--- src/rtl/score_argmax_unit_pkg.sv ---
// Shared constants for the classifier back end: adder-tree widths, score format,
// class-index width and the argmax FSM state encoding.
package score_argmax_unit_pkg;

  localparam int unsigned TREE_IN_W       = 8;
  localparam int unsigned TREE_COEF_W     = 16;
  localparam int unsigned TREE_GROWTH_W   = 2;
  localparam int unsigned SCORE_W         = TREE_IN_W + TREE_COEF_W + TREE_GROWTH_W;
  localparam int unsigned TREE_LAT_DEF    = 8;
  localparam int unsigned NUM_CLASSES_DEF = 10;
  localparam int unsigned CLASS_IDX_W     = 4;

  typedef enum logic {
    ST_IDLE  = 1'b0,
    ST_ACCUM = 1'b1
  } argmax_state_e;

endpackage : score_argmax_unit_pkg

--- src/rtl/ff_reg_cell.sv ---
// Generic D flip-flop register cell with enable and synchronous active-low reset.
module ff_reg_cell #(
  parameter int unsigned WIDTH = 1
) (
  input  logic             clk,
  input  logic             rst_n,
  input  logic             en,
  input  logic [WIDTH-1:0] d,
  output logic [WIDTH-1:0] q
);

  always_ff @(posedge clk) begin
    if (!rst_n) begin
      q <= '0;
    end else if (en) begin
      q <= d;
    end
  end

endmodule : ff_reg_cell

--- src/rtl/valid_delay_line.sv ---
// DEPTH-stage valid shift register built from register cells; DEPTH must be >= 1.
module valid_delay_line #(
  parameter int unsigned DEPTH = 8
) (
  input  logic clk,
  input  logic rst_n,
  input  logic in_valid,
  output logic out_valid
);

  logic [DEPTH:0] tap;

  assign tap[0] = in_valid;

  for (genvar i = 0; i < DEPTH; i++) begin : g_stage
    ff_reg_cell #(.WIDTH(1)) u_stage (
      .clk  (clk),
      .rst_n(rst_n),
      .en   (1'b1),
      .d    (tap[i]),
      .q    (tap[i+1])
    );
  end

  assign out_valid = tap[DEPTH];

endmodule : valid_delay_line

--- src/rtl/score_argmax_unit.sv ---
// Tracks the running maximum of the adder-tree scores of one frame and publishes
// the winning class index and score with a one-cycle Done pulse.
module score_argmax_unit
  import score_argmax_unit_pkg::*;
#(
  parameter int unsigned W           = SCORE_W,
  parameter int unsigned NUM_CLASSES = NUM_CLASSES_DEF,
  parameter int unsigned TREE_LAT    = TREE_LAT_DEF
) (
  input  logic                   clk,
  input  logic                   GlobalReset,
  input  logic                   InValid,
  input  logic [W-1:0]           Score,
  output logic [CLASS_IDX_W-1:0] ClassIdx,
  output logic [W-1:0]           MaxScore,
  output logic                   Done,
  output logic                   Busy
);

  localparam int unsigned      IDX_W    = CLASS_IDX_W;
  localparam logic [IDX_W-1:0] LAST_IDX = IDX_W'(NUM_CLASSES - 1);
  localparam bit               SINGLE   = (NUM_CLASSES < 2);

  logic             score_valid;
  argmax_state_e    state_q;
  argmax_state_e    state_d;
  logic [IDX_W-1:0] cnt_q;
  logic [IDX_W-1:0] run_idx_q;
  logic [W-1:0]     run_max_q;

  logic             is_first;
  logic [IDX_W-1:0] cur_idx;
  logic             take;
  logic             close_frame;

  // Aligns InValid with the adder-tree result.
  valid_delay_line #(.DEPTH(TREE_LAT)) u_valid_delay (
    .clk      (clk),
    .rst_n    (GlobalReset),
    .in_valid (InValid),
    .out_valid(score_valid)
  );

  always_ff @(posedge clk) begin
    if (!GlobalReset) begin
      state_q <= ST_IDLE;
    end else begin
      state_q <= state_d;
    end
  end

  always_comb begin
    state_d = state_q;
    case (state_q)
      ST_IDLE:  if (score_valid && !SINGLE) state_d = ST_ACCUM;
      ST_ACCUM: if (score_valid && (cnt_q == LAST_IDX)) state_d = ST_IDLE;
      default:  state_d = ST_IDLE;
    endcase
  end

  // In IDLE the arriving score is always class 0 of a new frame.
  always_comb begin
    is_first    = (state_q == ST_IDLE);
    cur_idx     = is_first ? '0 : cnt_q;
    take        = score_valid && (is_first || ($signed(Score) > $signed(run_max_q)));
    close_frame = score_valid && (is_first ? SINGLE : (cnt_q == LAST_IDX));
  end

  always_ff @(posedge clk) begin
    if (!GlobalReset) begin
      cnt_q     <= '0;
      run_idx_q <= '0;
      run_max_q <= '0;
      ClassIdx  <= '0;
      MaxScore  <= '0;
      Done      <= 1'b0;
    end else begin
      if (score_valid) begin
        cnt_q <= close_frame ? '0 : cur_idx + IDX_W'(1);
      end
      if (take) begin
        run_idx_q <= cur_idx;
        run_max_q <= Score;
      end
      // Final result folds in the closing score directly.
      if (close_frame) begin
        ClassIdx <= take ? cur_idx : run_idx_q;
        MaxScore <= take ? Score : run_max_q;
      end
      Done <= close_frame;
    end
  end

  assign Busy = (state_q == ST_ACCUM);

endmodule : score_argmax_unit

--- config.mk ---
export PLATFORM = sky130hd
export DESIGN_NAME = score_argmax_unit
export DESIGN_NICKNAME = d
export VERILOG_FILES = /design/src/rtl/score_argmax_unit_pkg.sv /design/src/rtl/ff_reg_cell.sv /design/src/rtl/valid_delay_line.sv /design/src/rtl/score_argmax_unit.sv
export SDC_FILE = /design/constraint.sdc
export NUM_CORES = 1
export LEC_CHECK = 0
export ABC_AREA = 0
export BUFFER_PORTS_ARGS = -buffer_cell sky130_fd_sc_hd__clkbuf_2
export CORE_MARGIN = 1.5
export CORE_UTILIZATION = 25
export DETAILED_ROUTE_END_ITERATION = 8
export HOLD_SLACK_MARGIN = 0.1
export PLACE_DENSITY = 0.47
export SETUP_SLACK_MARGIN = 0.15
export SYNTH_ARGS = -nofsm -noshare
export SYNTH_HDL_FRONTEND = slang
export SYNTH_SLANG_ARGS = --single-unit
--- constraint.sdc ---
create_clock -name clk -period 8.35 [get_ports clk]
set_clock_uncertainty 0.1 [all_clocks]
set_input_delay 1.2525 -clock clk [delete_from_list [all_inputs] [get_ports clk]]
set_output_delay 1.2525 -clock clk [all_outputs]
set_load 0.02 [all_outputs]
==> qor.json <==
{
  "timing": {
    "unrepaired_setup_endpoints_after_global_routing": "false",
    "worstMarginPinSlew_ps": 1110,
    "timing_max_transition_violations_final": 0,
    "hold_viol_final": 0,
    "final.setup.tns_ps": 0,
    "relSlewSlack_pct": 24.7,
    "max_clock_freq_ghz": 0.246,
    "number_of_setup_violations_in_the_final_report": 0,
    "period_share_pct": 48.8,
    "period_minus_slack_ps": 4070
  },
  "pwr": {
    "static-leakage-power_nw": 1.60,
    "power.total_mw": 0.776,
    "vdd_ir_drop_max_uv": 97.5,
    "power_density_over_cell_area_nw_per_um2": 184
  },
  "grt": {
    "grt_pass1_wl_um": 14600,
    "via_count_of_the_first_global_routing_pass": 2884,
    "grt-ovfl-total": 0,
    "track_usage_pct": 12.6,
    "pin_count_of_the_biggest_net_entering_global_routing": 76,
    "number_of_antenna_violations_at_the_first_check_in_global_routing": 0
  },
  "final_layout": {
    "final_nets": 493,
    "nFillCells": 1477,
    "area_delta_synth_final_pct": 20.6,
    "insertedDiodeCount": 0,
    "layout-drive-gt1-share_pct": 23.3
  },
  "routing": {
    "detail_route.wirelength_um": 8760,
    "detail_route.drc_violations": 0,
    "route.antenna.remaining_nets": 0,
    "number_of_vias_per_cell": 4.69,
    "total_via_count_in_the_routed_design": 2918,
    "drt_first_iter_violations": 196,
    "first_pass_iters": 4,
    "wl_per_cell_um": 14.1
  },
  "setup_path": {
    "end_kind": "flip-flop",
    "r2r_slack_ps": 4960,
    "timing.critical_path.slowest_stage_cell": "sky130_fd_sc_hd__mux2i_4",
    "cpPeakStageDelay_ps": 970,
    "timing.critical_path.required_ps": 8500,
    "critical_path.startpoint_type": "input pin",
    "rr_worst_depth": 9,
    "critical_path.cell_chain": "clkbuf_2 > ha_1 > a21oi_1 > o21ai_0 > a2111o_1 > a211oi_2 > mux2i_4 > nand3_1 > a31oi_1",
    "regToRegStartpoint": "run_max_q[5]$_SDFF_PN0_",
    "worst_path_fanout_max": 30,
    "worstReg2RegEnd": "MaxScore[21]$_SDFFE_PN0P_",
    "critical_path_arrival_ps": 4220,
    "critPathKind": "in2reg"
  },
  "clocking": {
    "clk_transition_reported_paths_ps": 60,
    "tritoncts_num_sinks": 74,
    "clock_tree_from_tritoncts": "yes",
    "clock_tree.buffer_depth": 2,
    "tritoncts.num_buffers": 9,
    "root_buffer": "sky130_fd_sc_hd__clkbuf_16",
    "cts_resized": 0,
    "cts_hold_repair.buffers": 0,
    "insertion_delay_to_the_later_sink_of_the_worst_skew_pair_ps": 330,
    "cts_htree_levels": 3,
    "postCtsSetupBuffers": 0
  },
  "logic_synthesis": {
    "yosysSeqAreaShare_pct": 42.3,
    "post_synth_inst_count": 391,
    "ys_async_sr_fraction_pct": 0,
    "yosysWarningCount": 0,
    "netlist_area_sq_um": 3500,
    "synth_edf_count": 0,
    "synth-seq-cells": 74,
    "synth_fp_nets": 447,
    "synth.distinct_cells": 36,
    "synth_top_flop_cell": "sky130_fd_sc_hd__dfxtp_1",
    "synthesis.area_per_instance_sq_um": 8.95
  },
  "placement": {
    "dp_hpwl_um": 5660,
    "buffer_ports.inserted": 60,
    "gp_routability_congestion": 0.723
  },
  "worst_hold_path": {
    "holdCritPathClass": "reg2reg",
    "hold_path_depth": 1,
    "min_delay_worst_endpoint": "u_valid_delay.g_stage[7].u_stage.q$_SDFF_PN0_",
    "hp-start": "u_valid_delay.g_stage[6].u_stage.q$_SDFF_PN0_"
  },
  "floorplan": {
    "die_height_um": 121,
    "ios": 61,
    "die_area_sq_um": 14700,
    "die_width_um": 121,
    "initial_utilization_pct": 25.4,
    "floorplan.rows": 43,
    "core_area_sq_um": 13800
  },
  "run": {
    "cap_violations": 0
  },
  "status": {
    "status": "complete, no violations"
  }
}
-- worst max path at each step --
stage                   from                   endpoint  slack (ps)  depth (start not counted)
floorplan           Score[7]   ClassIdx[3]$_SDFFE_PN0P_        4860                          9
global placement    Score[5]   ClassIdx[3]$_SDFFE_PN0P_        3970                          9
detailed placement  Score[5]   ClassIdx[3]$_SDFFE_PN0P_        3940                          9
CTS                 Score[5]  MaxScore[21]$_SDFFE_PN0P_        4260                          9
global route        Score[5]  MaxScore[20]$_SDFFE_PN0P_        4060                          9
finish              Score[5]  MaxScore[21]$_SDFFE_PN0P_        4280                          9
-- cells by family (layout without fill, tap and decap cells) --
group	count (synthesis)	in the layout	share of synthesized area [%]
fa+ha+maj	27	27	9.65
simple gates	84	84	12.7
flops	74	74	42.3
mux	3	3	1.00
buf+inv	59	110	7.58
compound gates	144	144	26.8
-- flip-flops by register name, summed over array words and instances, names as in the netlist --
name and flops:
u_valid_delay.g_stage.u_stage.q 8, MaxScore 26, Done 1, cnt_q 4
ClassIdx 4, run_max_q 26, Busy 1, run_idx_q 4
-- stage by stage --
step	instances	setup WS, ps	cell area [sq um]	hold WS [ps]	utilization, %
after detailed placement	606	3940	3920	318	28.5
after floorplan	391	4860	3500	312	-
after global routing	622	4060	4220	345	30.6
after global placement	606	3970	3920	314	28.5
after CTS	622	4260	4220	332	30.6
final	622	4280	4220	331	30.6
-- Yosys cell counts (13+ instances only) --
master | n | share of area, %
sky130_fd_sc_hd__a31oi_1 | 26 | 4.6
sky130_fd_sc_hd__nand3_1 | 35 | 5.0
sky130_fd_sc_hd__clkbuf_1 | 20 | 2.1
sky130_fd_sc_hd__dfxtp_1 | 74 | 42
sky130_fd_sc_hd__o21ai_0 | 34 | 4.9
sky130_fd_sc_hd__inv_1 | 31 | 3.3
sky130_fd_sc_hd__a21boi_1 | 30 | 6.4
sky130_fd_sc_hd__nand2_1 | 14 | 1.5
sky130_fd_sc_hd__a21oi_1 | 13 | 1.9
sky130_fd_sc_hd__o21ai_2 | 16 | 4.0
sky130_fd_sc_hd__and2_1 | 13 | 2.3
sky130_fd_sc_hd__ha_1 | 27 | 9.6
-- per-layer routing --
metal,vias up,wire length (um),part of all wire [%],track usage (%)
li1,1498,-,-,-
met1,1364,4340,50,16.3
met2,46,3910,45,20.5
met3,10,375,4.3,2.96
met4,0,134,1.5,4.49
met5,-,0,0,0
-- power by group --
part	total [mW]	internal (mW)	switching, mW
Combinational	0.0368	0.0165	0.0203
Clock	0.384	0.231	0.154
Sequential	0.354	0.354	0.000327
Total	0.776	0.601	0.174
-- cell type report --
class,instances,area [sq um],area share (%)
multi-input combinational,258,1780,42.2
sequential,74,1480,35.1
timing repair buffer,63,323,7.65
clock buffer,9,225,5.34
tap,180,225,5.34
inverter,31,116,2.76
clock inverter,7,70.1,1.66
-- worst max-delay path: cells and delay by family --
kind	cells	cell delay, ps
compound gates	5	1330
simple gates	1	230
buf+inv	1	100
fa+ha+maj	1	320
mux	1	970
-- cells in the final DEF (no fill, tap or decap), types with 2 or more instances in the layout --
cell | netlist | final
sky130_fd_sc_hd__nor2b_1 | 4 | 3
sky130_fd_sc_hd__o22ai_1 | 4 | 4
sky130_fd_sc_hd__o21ai_1 | 11 | 11
sky130_fd_sc_hd__nor3_1 | 3 | 3
sky130_fd_sc_hd__a31oi_1 | 26 | 26
sky130_fd_sc_hd__clkbuf_2 | 0 | 60
sky130_fd_sc_hd__o21ai_2 | 16 | 16
sky130_fd_sc_hd__dfxtp_1 | 74 | 74
sky130_fd_sc_hd__a21oi_1 | 13 | 13
sky130_fd_sc_hd__o21ai_0 | 34 | 34
sky130_fd_sc_hd__clkinv_2 | 0 | 3
sky130_fd_sc_hd__nand4_1 | 6 | 6
sky130_fd_sc_hd__o21a_1 | 2 | 2
sky130_fd_sc_hd__a21boi_1 | 30 | 30
sky130_fd_sc_hd__inv_1 | 31 | 31
sky130_fd_sc_hd__a211oi_2 | 2 | 2
sky130_fd_sc_hd__nor2_1 | 4 | 3
sky130_fd_sc_hd__clkbuf_16 | 0 | 9
sky130_fd_sc_hd__clkinv_4 | 0 | 2
sky130_fd_sc_hd__buf_4 | 0 | 3
sky130_fd_sc_hd__and2_1 | 13 | 13
sky130_fd_sc_hd__ha_1 | 27 | 27
sky130_fd_sc_hd__nand3_1 | 35 | 35
sky130_fd_sc_hd__nand2_1 | 14 | 14
Power figures use the tool's default switching activity.
